`src/rtl/id_exe_reg.sv`:
```
// ID/EXE pipeline register: captures the decoded control word and operands each cycle,
// with flush (wrong-path kill), freeze (hazard hold) and bubble masking of control bits.
module id_exe_reg #(
    parameter int DATA_W = 32,
    parameter int REG_AW = 4,
    parameter int CMD_W  = 4
) (
    input  logic              clk,
    input  logic              rst_n,
    input  logic              freeze,
    input  logic              flush,
    input  logic              id_valid,
    input  logic [CMD_W-1:0]  id_exe_cmd,
    input  logic              id_mem_read,
    input  logic              id_mem_write,
    input  logic              id_wb_en,
    input  logic              id_branch,
    input  logic              id_s,
    input  logic [DATA_W-1:0] id_pc,
    input  logic [DATA_W-1:0] id_val_rn,
    input  logic [DATA_W-1:0] id_val_rm,
    input  logic              id_imm,
    input  logic [11:0]       id_shift_operand,
    input  logic [23:0]       id_signed_imm_24,
    input  logic [REG_AW-1:0] id_dest,
    input  logic [REG_AW-1:0] id_src1,
    input  logic [REG_AW-1:0] id_src2,
    input  logic              id_c_in,
    output logic              exe_valid,
    output logic [CMD_W-1:0]  exe_exe_cmd,
    output logic              exe_mem_read,
    output logic              exe_mem_write,
    output logic              exe_wb_en,
    output logic              exe_branch,
    output logic              exe_s,
    output logic [DATA_W-1:0] exe_pc,
    output logic [DATA_W-1:0] exe_val_rn,
    output logic [DATA_W-1:0] exe_val_rm,
    output logic              exe_imm,
    output logic [11:0]       exe_shift_operand,
    output logic [23:0]       exe_signed_imm_24,
    output logic [REG_AW-1:0] exe_dest,
    output logic [REG_AW-1:0] exe_src1,
    output logic [REG_AW-1:0] exe_src2,
    output logic              exe_c_in
);

    localparam int CTRL_W = 1 + CMD_W + 5;
    localparam int DBUS_W = 3 * DATA_W + 1 + 12 + 24 + 3 * REG_AW + 1;

    logic [CTRL_W-1:0] ctrl_reg, ctrl_next;
    logic [DBUS_W-1:0] data_reg, data_next;
    logic [CTRL_W-1:0] id_ctrl;
    logic [DBUS_W-1:0] id_data;

    // A bubble carries no control: valid, command and strobes all collapse to zero.
    assign id_ctrl = id_valid ? {1'b1, id_exe_cmd, id_mem_read, id_mem_write,
                                 id_wb_en, id_branch, id_s}
                              : '0;

    assign id_data = {id_pc, id_val_rn, id_val_rm, id_imm, id_shift_operand,
                      id_signed_imm_24, id_dest, id_src1, id_src2, id_c_in};

    // Flush wins over freeze: a stalled instruction behind a taken branch is wrong-path.
    always_comb begin
        ctrl_next = ctrl_reg;
        data_next = data_reg;
        if (flush) begin
            ctrl_next = '0;
            data_next = '0;
        end else if (!freeze) begin
            ctrl_next = id_ctrl;
            data_next = id_data;
        end
    end

    always_ff @(posedge clk or negedge rst_n) begin
        if (!rst_n) begin
            ctrl_reg <= '0;
            data_reg <= '0;
        end else begin
            ctrl_reg <= ctrl_next;
            data_reg <= data_next;
        end
    end

    assign {exe_valid, exe_exe_cmd, exe_mem_read, exe_mem_write,
            exe_wb_en, exe_branch, exe_s} = ctrl_reg;

    assign {exe_pc, exe_val_rn, exe_val_rm, exe_imm, exe_shift_operand,
            exe_signed_imm_24, exe_dest, exe_src1, exe_src2, exe_c_in} = data_reg;

endmodule

```
`config.mk`:
```
export PLATFORM = sky130hd
export DESIGN_NAME = id_exe_reg
export DESIGN_NICKNAME = d
export VERILOG_FILES = /design/src/rtl/id_exe_reg.sv
export SDC_FILE = /design/constraint.sdc
export NUM_CORES = 1
export LEC_CHECK = 0
export ABC_AREA = 1
export BUFFER_PORTS_ARGS = -buffer_cell sky130_fd_sc_hd__buf_2
export CAP_MARGIN = 20
export CORE_UTILIZATION = 40
export DETAILED_ROUTE_END_ITERATION = 7
export PLACE_DENSITY = 0.87
export SLEW_MARGIN = 40
export SYNTH_ARGS = -nofsm -noshare
export SYNTH_HDL_FRONTEND = slang
export SYNTH_SLANG_ARGS = --single-unit
```
`constraint.sdc`:
```
create_clock -name clk -period 0.8 [get_ports clk]
set_input_delay 0.08 -clock clk [delete_from_list [all_inputs] [get_ports clk]]
set_output_delay 0.08 -clock clk [all_outputs]
set_load 0.005 [all_outputs]
```
# Yosys cells after proc, flatten, opt, wreduce, memory -nomap -nowiden
# Index checks and enable logic that the tools add are counted.
# Widths: inputs -> output; s select.
[classes]
eq_ne = 1
mux = 5
[op_table]
columns = ["operator", "count"]
rows = [
  ["$mux 146", 2],
  ["$mux 10", 3],
  ["$ne 2x1->1 const B", 1],
]
[totals]
elab_cells = 8
ff_bits = 156
in_bits = 160
out_inout_bits = 156

# Logic depth before layout (Yosys ltp)
# Gate-level depths: netlist of the first run.
[depth]
depth_word = 3
mapped_depth = 6
mapped_depth_nobuf = 4

# Worst setup path after synthesis of the first run
# OpenSTA, ideal clock, no wires.
[synth_path]
path_kind = "input -> register"
start = "input flush"
end = "register data_reg[105]"
arrival_ns = 0.679
path_stages = 5
slack_ns = 0.056
setup_time_ns = 0.065
n_path_buf = 2
t_required_ns = 0.735
path_cell_list = "nor2_1 -> buf_2 -> buf_2 -> nand2_1 -> nand2_1"
[synth_between]
elab_chain_cells = 1
word_cells_on_any_way = 2
classes_between = "1 x eq/ne; 1 x mux"
[synth_lines]
columns = ["element", "line", "text"]
rows = [
  ["start, declared", "11", "input logic flush,"],
  ["$ne 2x1->1 (no source line) / $mux 146 (equally long branches)", "--", ""],
  ["end signal, assigned", "83", "data_reg <= data_next;"],
  ["end, declared", "52", "logic [DBUS_W-1:0] data_reg, data_next;"],
]
# Parallel ways exist; a longest one is shown, timed or not.
# A chain may end at the register's enable or synchronous reset.

# Worst setup path after layout of the first run
[layout_path]
start = "register data_reg[76]"
end = "output exe_val_rm[26]"
[layout_lines]
columns = ["element", "line", "text"]
rows = [
  ["end, declared", "38", "output logic [DATA_W-1:0] exe_val_rm,"],
]
# No word-level cell between the ends.

==> impl_results.md, run 1 <==
* Full die area at ~15,000 sq um
* WS Path Type: flop to output pin
* Pre-CTS setup slack at -0.2032 ns
* Max Fclk at between 900 and 1000 MHz
* CTS tree: yes
* Synth cell types at 9
* Syn Area/Cell at 8.859 sq um
* CTS root buf: clkbuf_16
* Port bufs at 315
* Die height at roughly 120 microns
* Clock sinks at between 150 and 200
* Number of global-route vias before repair at between 7k and 8k
* Final Max Tran Viols at 0
* Max Cap Viol at 0
* VDD IR max at around 1500 uV
* Initial Util at roughly two fifths
* Clock slew seen by the registers of the worst setup and hold paths at approximately 0.060 ns
* Drt drc at 0
* Post-Syn Nets at between 800 and 900
* Data required, critical path at 0.72 ns
* Worst-Margin Slew at approximately 0.33 ns
* Placer Congestion at roughly 0.85
* Synth Instances at 662
* Warnings from Yosys at 0
* Initial antenna violation count at 1
* Slowest stage delay, CP at 0.41 ns
* Core outline area at between 10,000 and 15,000 sq um
* WP data arrival at ~1 ns
* IO Pins at about 320
* Routed len/inst at around 17 microns
* #FFs+latches synth at between 150 and 200
* Fill count at between 700 and 800
* DP HPWL at around 12,000 microns
* Clk buf depth at 2
* Setup ws final at -0.2567 ns
* Area grow syn2layout at 82.95%
* RSZ-0062 raised after global routing: true
* Fin. Hold Viols at 0
* Hold Crit Class: primary input to flop
* Total vias in the final route at between 6k and 7k
* CP max stage cell: dfrtp_1
* Crit start category: flop
* CP cell instances: buf_2
* Clock Latency Late Sink at roughly 0.41 ns
* Clock Skew at 0 ns
* Worst hold slack at approximately 0.045 ns
* Pin count of the biggest net entering global routing at 78
* Setup_tns at -33.01 ns
* Post-DRT Antenna Nets at 0
* Share of post-route cells with drive strength above 1 at 37.91%
* Die W at 123.1 microns
* Row count at 43
* Power Density at roughly 1800 nW/um^2
* Synth Cell Area at about 5900 sq um
* Sequential share of the synthesized area at approximately two thirds
* GR Overflow Total at 0
* Worst slew margin at between 70 and 80%
* Critical path's top delay family: flip-flops
* CTS Buf Count at 17
* Crit end category: output pin
* DR iter-0 viols at just over 500
* TritonRoute pass-1 iters at 5
* Final setup fails at roughly 170
* Routed Wire Length at roughly 24,000 microns
* Largest register FFs at between 100 and 150
* Leak at roughly 6.4 nW
* GRT Total Usage at 29.33%
* Vias/cell at ~4.8
* Post-layout min period at roughly 1.1 ns
* Nets at ~1.4k
* Clock H-tree levels at 4
* Util after Layout at roughly 76%
* Number of buffers and inverters on the critical path at 1
* Status: finished with violations
* Crit share post-route at 132.1%
* Crit Path Max Fanout at 2
* Global-route wire length before repair at approximately 33,000 microns
* Failing checks: negative setup slack
## final timing paths
path | startpoint | to | slack [ns] | cells past startpoint
min in group asynchronous | rst_n | data_reg[91]$_DFFE_PN0P_ | 0.12 | 2
hold reg to reg | data_reg[144]$_DFFE_PN0P_ | data_reg[144]$_DFFE_PN0P_ | 0.47 | 2
setup / recovery | data_reg[76]$_DFFE_PN0P_ | exe_val_rm[26] | -0.26 | 1
setup reg to reg | ctrl_reg[4]$_DFFE_PN0P_ | ctrl_reg[4]$_DFFE_PN0P_ | -0.11 | 4
hold / removal | id_valid | ctrl_reg[1]$_DFFE_PN0P_ | 0.04 | 3
max in group asynchronous | rst_n | data_reg[5]$_DFFE_PN0P_ | 0.22 | 3
## cell families (layout without fill, tap and decap cells)
family	Yosys count	count (layout)	share of synthesized area, %
other	0	1	0
flip-flops	156	156	66.57
buffers and inverters	36	619	3.115
AND/OR/NAND/NOR	470	470	30.32
## repair_timing
item,in CTS,in global routing
buffers inserted,30,57
resized for setup,0,11
hold endpoints to repair,311,0
pin swaps,0,2
setup endpoints to repair,156,157
hold buffers,156,0
## report_power, final
group	total [mW]	internal (mW)	switching [mW]
Sequential	8.59	8.32	0.263
Combinational	3.06	1.70	1.36
Clock	8.14	4.88	3.26
Total	19.8	14.9	4.89
## metrics by stage
| step | std cells | total power, mW | cell area (sq um) |
|---|---|---|---|
| 2_1_floorplan | 662 | 9.299 | 5864 |
| 3_3_place_gp | 1151 | 10.58 | 7886 |
| 3_5_place_dp | 1151 | 10.65 | 7886 |
| 4_1_cts | 1369 | 19.40 | 10270 |
| 5_1_grt | 1426 | 20.52 | 10730 |
| 6_report | 1426 | 19.79 | 10730 |
## cell usage in the layout (no fill, tap or decap), types with 2 or more instances in the layout
cell type      count
nand2_1          450
nand3_1            9
buf_4            101
nor2_4             2
dfrtp_1          156
buf_6              3
nand2_2            9
buf_12            13
bufinv_16          2
dlygate4sd3_1    156
buf_2            313
clkbuf_8           3
clkinvlp_4         4
clkbuf_16         17
inv_6              3
## synthesized netlist by cell type
library cell  number  area share, %
buf_1              1          0.064
buf_2             32            2.7
buf_4              2           0.26
dfrtp_1          156             67
inv_1              1          0.064
nand2_1          459             29
nand3_1            9           0.77
nor2_1             1          0.064
nor2_2             1           0.11
## final cells by class
| cell class | count | area, sq um | share of cell area, % |
|---|---|---|---|
| Antenna cell | 1 | 2.502 | 0.02332 |
| Tap cell | 180 | 225.2 | 2.099 |
| Timing Repair Buffer | 586 | 4180 | 38.96 |
| Sequential cell | 156 | 3904 | 36.38 |
| Inverter | 1 | 3.754 | 0.03499 |
| Clock inverter | 11 | 130.1 | 1.213 |
| Multi-Input combinational cell | 470 | 1813 | 16.90 |
| Clock buffer | 21 | 470.5 | 4.385 |
## routing by layer
metal  vias to the layer above  share of wire [%]  track usage [%]
li1                       3128                  -                -
met2                       404                 53            52.39
met3                       113                6.6            7.887
met5                         -                  0                0
met4                         0                5.7            21.61
met1                      3242                 35            29.18
No activity file was read; power rests on OpenSTA's default activity.
==> inputs of run 2 (changes only) <==
CORE_MARGIN = 3   (was not set)
PLACE_DENSITY = not set   (was 0.87)
PLACE_DENSITY_LB_ADDON = 0.25   (was not set)
SKIP_CTS_REPAIR_TIMING = 1   (was not set)
==> run 2 against run 1 <==
  * The flow still finishes with violations (negative setup slack)
  * Sequential share of layout area is 1.2 points higher
  * Hold slack worse by 0.034 ns
  * Worst setup slack better by 0.020 ns
  * Wire length is 12% lower
  * Sequential cell count unchanged
  * Final cell count shrank 3.1%
==> impl_results.md, run 2 (synthesis results as in run 1) <==
* Final setup fails at 156 (was 172)
* Share of post-route cells with drive strength above 1 at 34.86% (was 37.91%)
* Routed len/inst at 15.03 microns (was 16.61 microns)
* Clk buf depth at 2 (unchanged)
* Util after Layout at 73.74% (was 76.11%)
* TritonRoute pass-1 iters at 5 (unchanged)
* Die W at 127.1 microns (was 123.1 microns)
* CP cell instances: buf_2 (unchanged)
* CTS root buf: clkbuf_16 (unchanged)
* Worst slew margin at 79.52% (was 77.84%)
* Clock Latency Late Sink at 0.41 ns (about the same)
* WP data arrival at 0.96 ns (was 0.98 ns)
* Placer Congestion at 0.8144 (was 0.8523)
* Vias/cell at 4.624 (was 4.830)
* Seq pwr share at 43.5% (was 43.4%)
* Finished Cell Area at 10,400 sq um (was 10,730 sq um)
* Status: finished with violations (unchanged)
* Crit Path Max Fanout at 2 (unchanged)
* DP Area at 7849 sq um (was 7886 sq um)
* Layout Cells excl Fill at 1,382 (was 1,426)
* Fill count at 901 (was 798)
* Int Pwr at 15.04 mW (was 14.90 mW)
* Setup ws final at -0.2369 ns (was -0.2567 ns)
* Crit end category: output pin (unchanged)
* Max Cap Viol at 0 (unchanged)
* Post-DRT Antenna Nets at 0 (unchanged)
* WS Path Type: flop to output pin (unchanged)
* Number of buffers and inverters on the critical path at 1 (unchanged)
* GR Overflow Total at 0 (unchanged)
* Switching Share at 23.50% (was 24.71%)
* Crit start category: flop (unchanged)
* Total vias in the final route at 6,391 (was 6,887)
* Row count at 43 (unchanged)
* Slowest stage delay, CP at 0.41 ns (about the same)
* VDD IR max at 1355 uV (was 1504 uV)
* Ant. Diodes at 0 (was 1)
* Pin count of the biggest net entering global routing at 56 (was 78)
* Pre-CTS setup slack at -0.1515 ns (was -0.2032 ns)
* Port bufs at 315 (unchanged)
* Post-layout min period at 1.037 ns (was 1.057 ns)
* CTS Buf Count at 17 (unchanged)
* Power Density at 1891 nW/um^2 (was 1844 nW/um^2)
* Reg area at 3904 sq um (unchanged)
* DP HPWL at 12,070 microns (was 11,880 microns)
* Initial Util at 41.60% (unchanged)
* Drt drc at 0 (unchanged)
* Data required, critical path at 0.72 ns (about the same)
* Critical path's top delay family: flip-flops (unchanged)
* Fin. Hold Viols at 0 (unchanged)
* Multi-input logic area at 1790 sq um (was 1813 sq um)
* Crit share post-route at 129.6% (was 132.1%)
* Initial antenna violation count at 0 (was 1)
* DR iter-0 viols at 289 (was 512)
* Clock Skew at 0 ns (unchanged)
* Max Fclk at 964.4 MHz (was 946.3 MHz)
* Routed Wire Length at 20,770 microns (was 23,680 microns)
* Die height at 127.1 microns (was 123.1 microns)
* Core outline area at 14,100 sq um (unchanged)
* Most frequent cells in the layout: nand2_1 (459), buf_2 (312), dfrtp_1 (156), dlygate4sd3_1 (156), buf_4 (59) (was nand2_1 (450), buf_2 (313), dfrtp_1 (156), dlygate4sd3_1 (156), buf_4 (101))
* Number of global-route vias before repair at 5,037 (was 7,011)
* Full die area at 16,150 sq um (was 15,150 sq um)
* CTS tree: yes (unchanged)
* Area grow syn2layout at 77.26% (was 82.95%)
* Clock H-tree levels at 4 (unchanged)
* IO Pins at 316 (unchanged)
* Failing checks: negative setup slack (unchanged)
* Setup_tns at -31.88 ns (was -33.01 ns)
* Largest register FFs at 146 (unchanged)
* Post-layout power at 19.66 mW (was 19.79 mW)
* Leading cell type in the layout, fill and taps excluded: nand2_1 (unchanged)
* Global-route wire length before repair at 25,590 microns (was 33,060 microns)
* CP max stage cell: dfrtp_1 (unchanged)
* Clock slew seen by the registers of the worst setup and hold paths at 0.06 ns (about the same)
* Placed insts at 1,146 (was 1,151)
* Clock sinks at 156 (unchanged)
* RSZ-0062 raised after global routing: true (unchanged)
* Final Max Tran Viols at 0 (unchanged)
* Worst hold slack at 0.01092 ns (was 0.04472 ns)
* Worst-Margin Slew at 0.3072 ns (was 0.3325 ns)
* NetSw at 4.620 mW (was 4.890 mW)
* Leak at 6.170 nW (was 6.386 nW)
* GRT Total Usage at 20.12% (was 29.33%)
* Clk pwr share at 42.2% (was 41.1%)
* Comb pwr share at 14.3% (was 15.5%)
* Hold Crit Class: primary input to flop (unchanged)
* Nets at 1,349 (was 1,392)
run 2: changes by cell type in the layout (fill, tap and decap cells not counted), sizes merged:
cell	before	now
buf	430	387
clkinv	2	4
clkinvlp	4	2
inv	4	2
bufinv	2	3
clkbuf	21	22
diode	1	0
run 2: path summary, 6_finish.rpt:
check	from	endpoint	slack, ns	depth (start not counted)
hold reg to reg	data_reg[10]$_DFFE_PN0P_	data_reg[10]$_DFFE_PN0P_	0.46	2
max in group asynchronous	rst_n	data_reg[14]$_DFFE_PN0P_	0.18	3
hold / removal	id_valid	ctrl_reg[9]$_DFFE_PN0P_	0.01	3
min in group asynchronous	rst_n	data_reg[138]$_DFFE_PN0P_	0.12	2
setup reg to reg	data_reg[144]$_DFFE_PN0P_	data_reg[144]$_DFFE_PN0P_	0.03	3
setup / recovery	data_reg[82]$_DFFE_PN0P_	exe_val_rn[0]	-0.24	1
run 2: layout make-up:
cell class,count,share of cell area (%)
repair buffers,543,37.13
well taps,180,2.167
inverters,1,0.03611
clock inverters,10,1.324
flip-flops and latches,156,37.55
multi-input cells,470,17.22
clock buffers,22,4.562
run 2: metal layers:
layer	GRT usage (%)	share of wire [%]	vias up
met1	24.14	37	2965
met2	33.34	52	324
li1	-	-	3038
met4	7.886	3.6	0
met5	0	0	-
met3	7.107	7.5	64
run 2: power by group through the flow:
stage                     registers [mW]  logic, mW  clock network [mW]
final                               8.56       2.80                8.30
after global routing                8.60       3.06                8.84
after CTS                           8.55       1.96                8.41
after detailed placement            8.68       1.96                   0
after global placement              8.67       1.93                   0
after floorplan                     8.73      0.574                   0
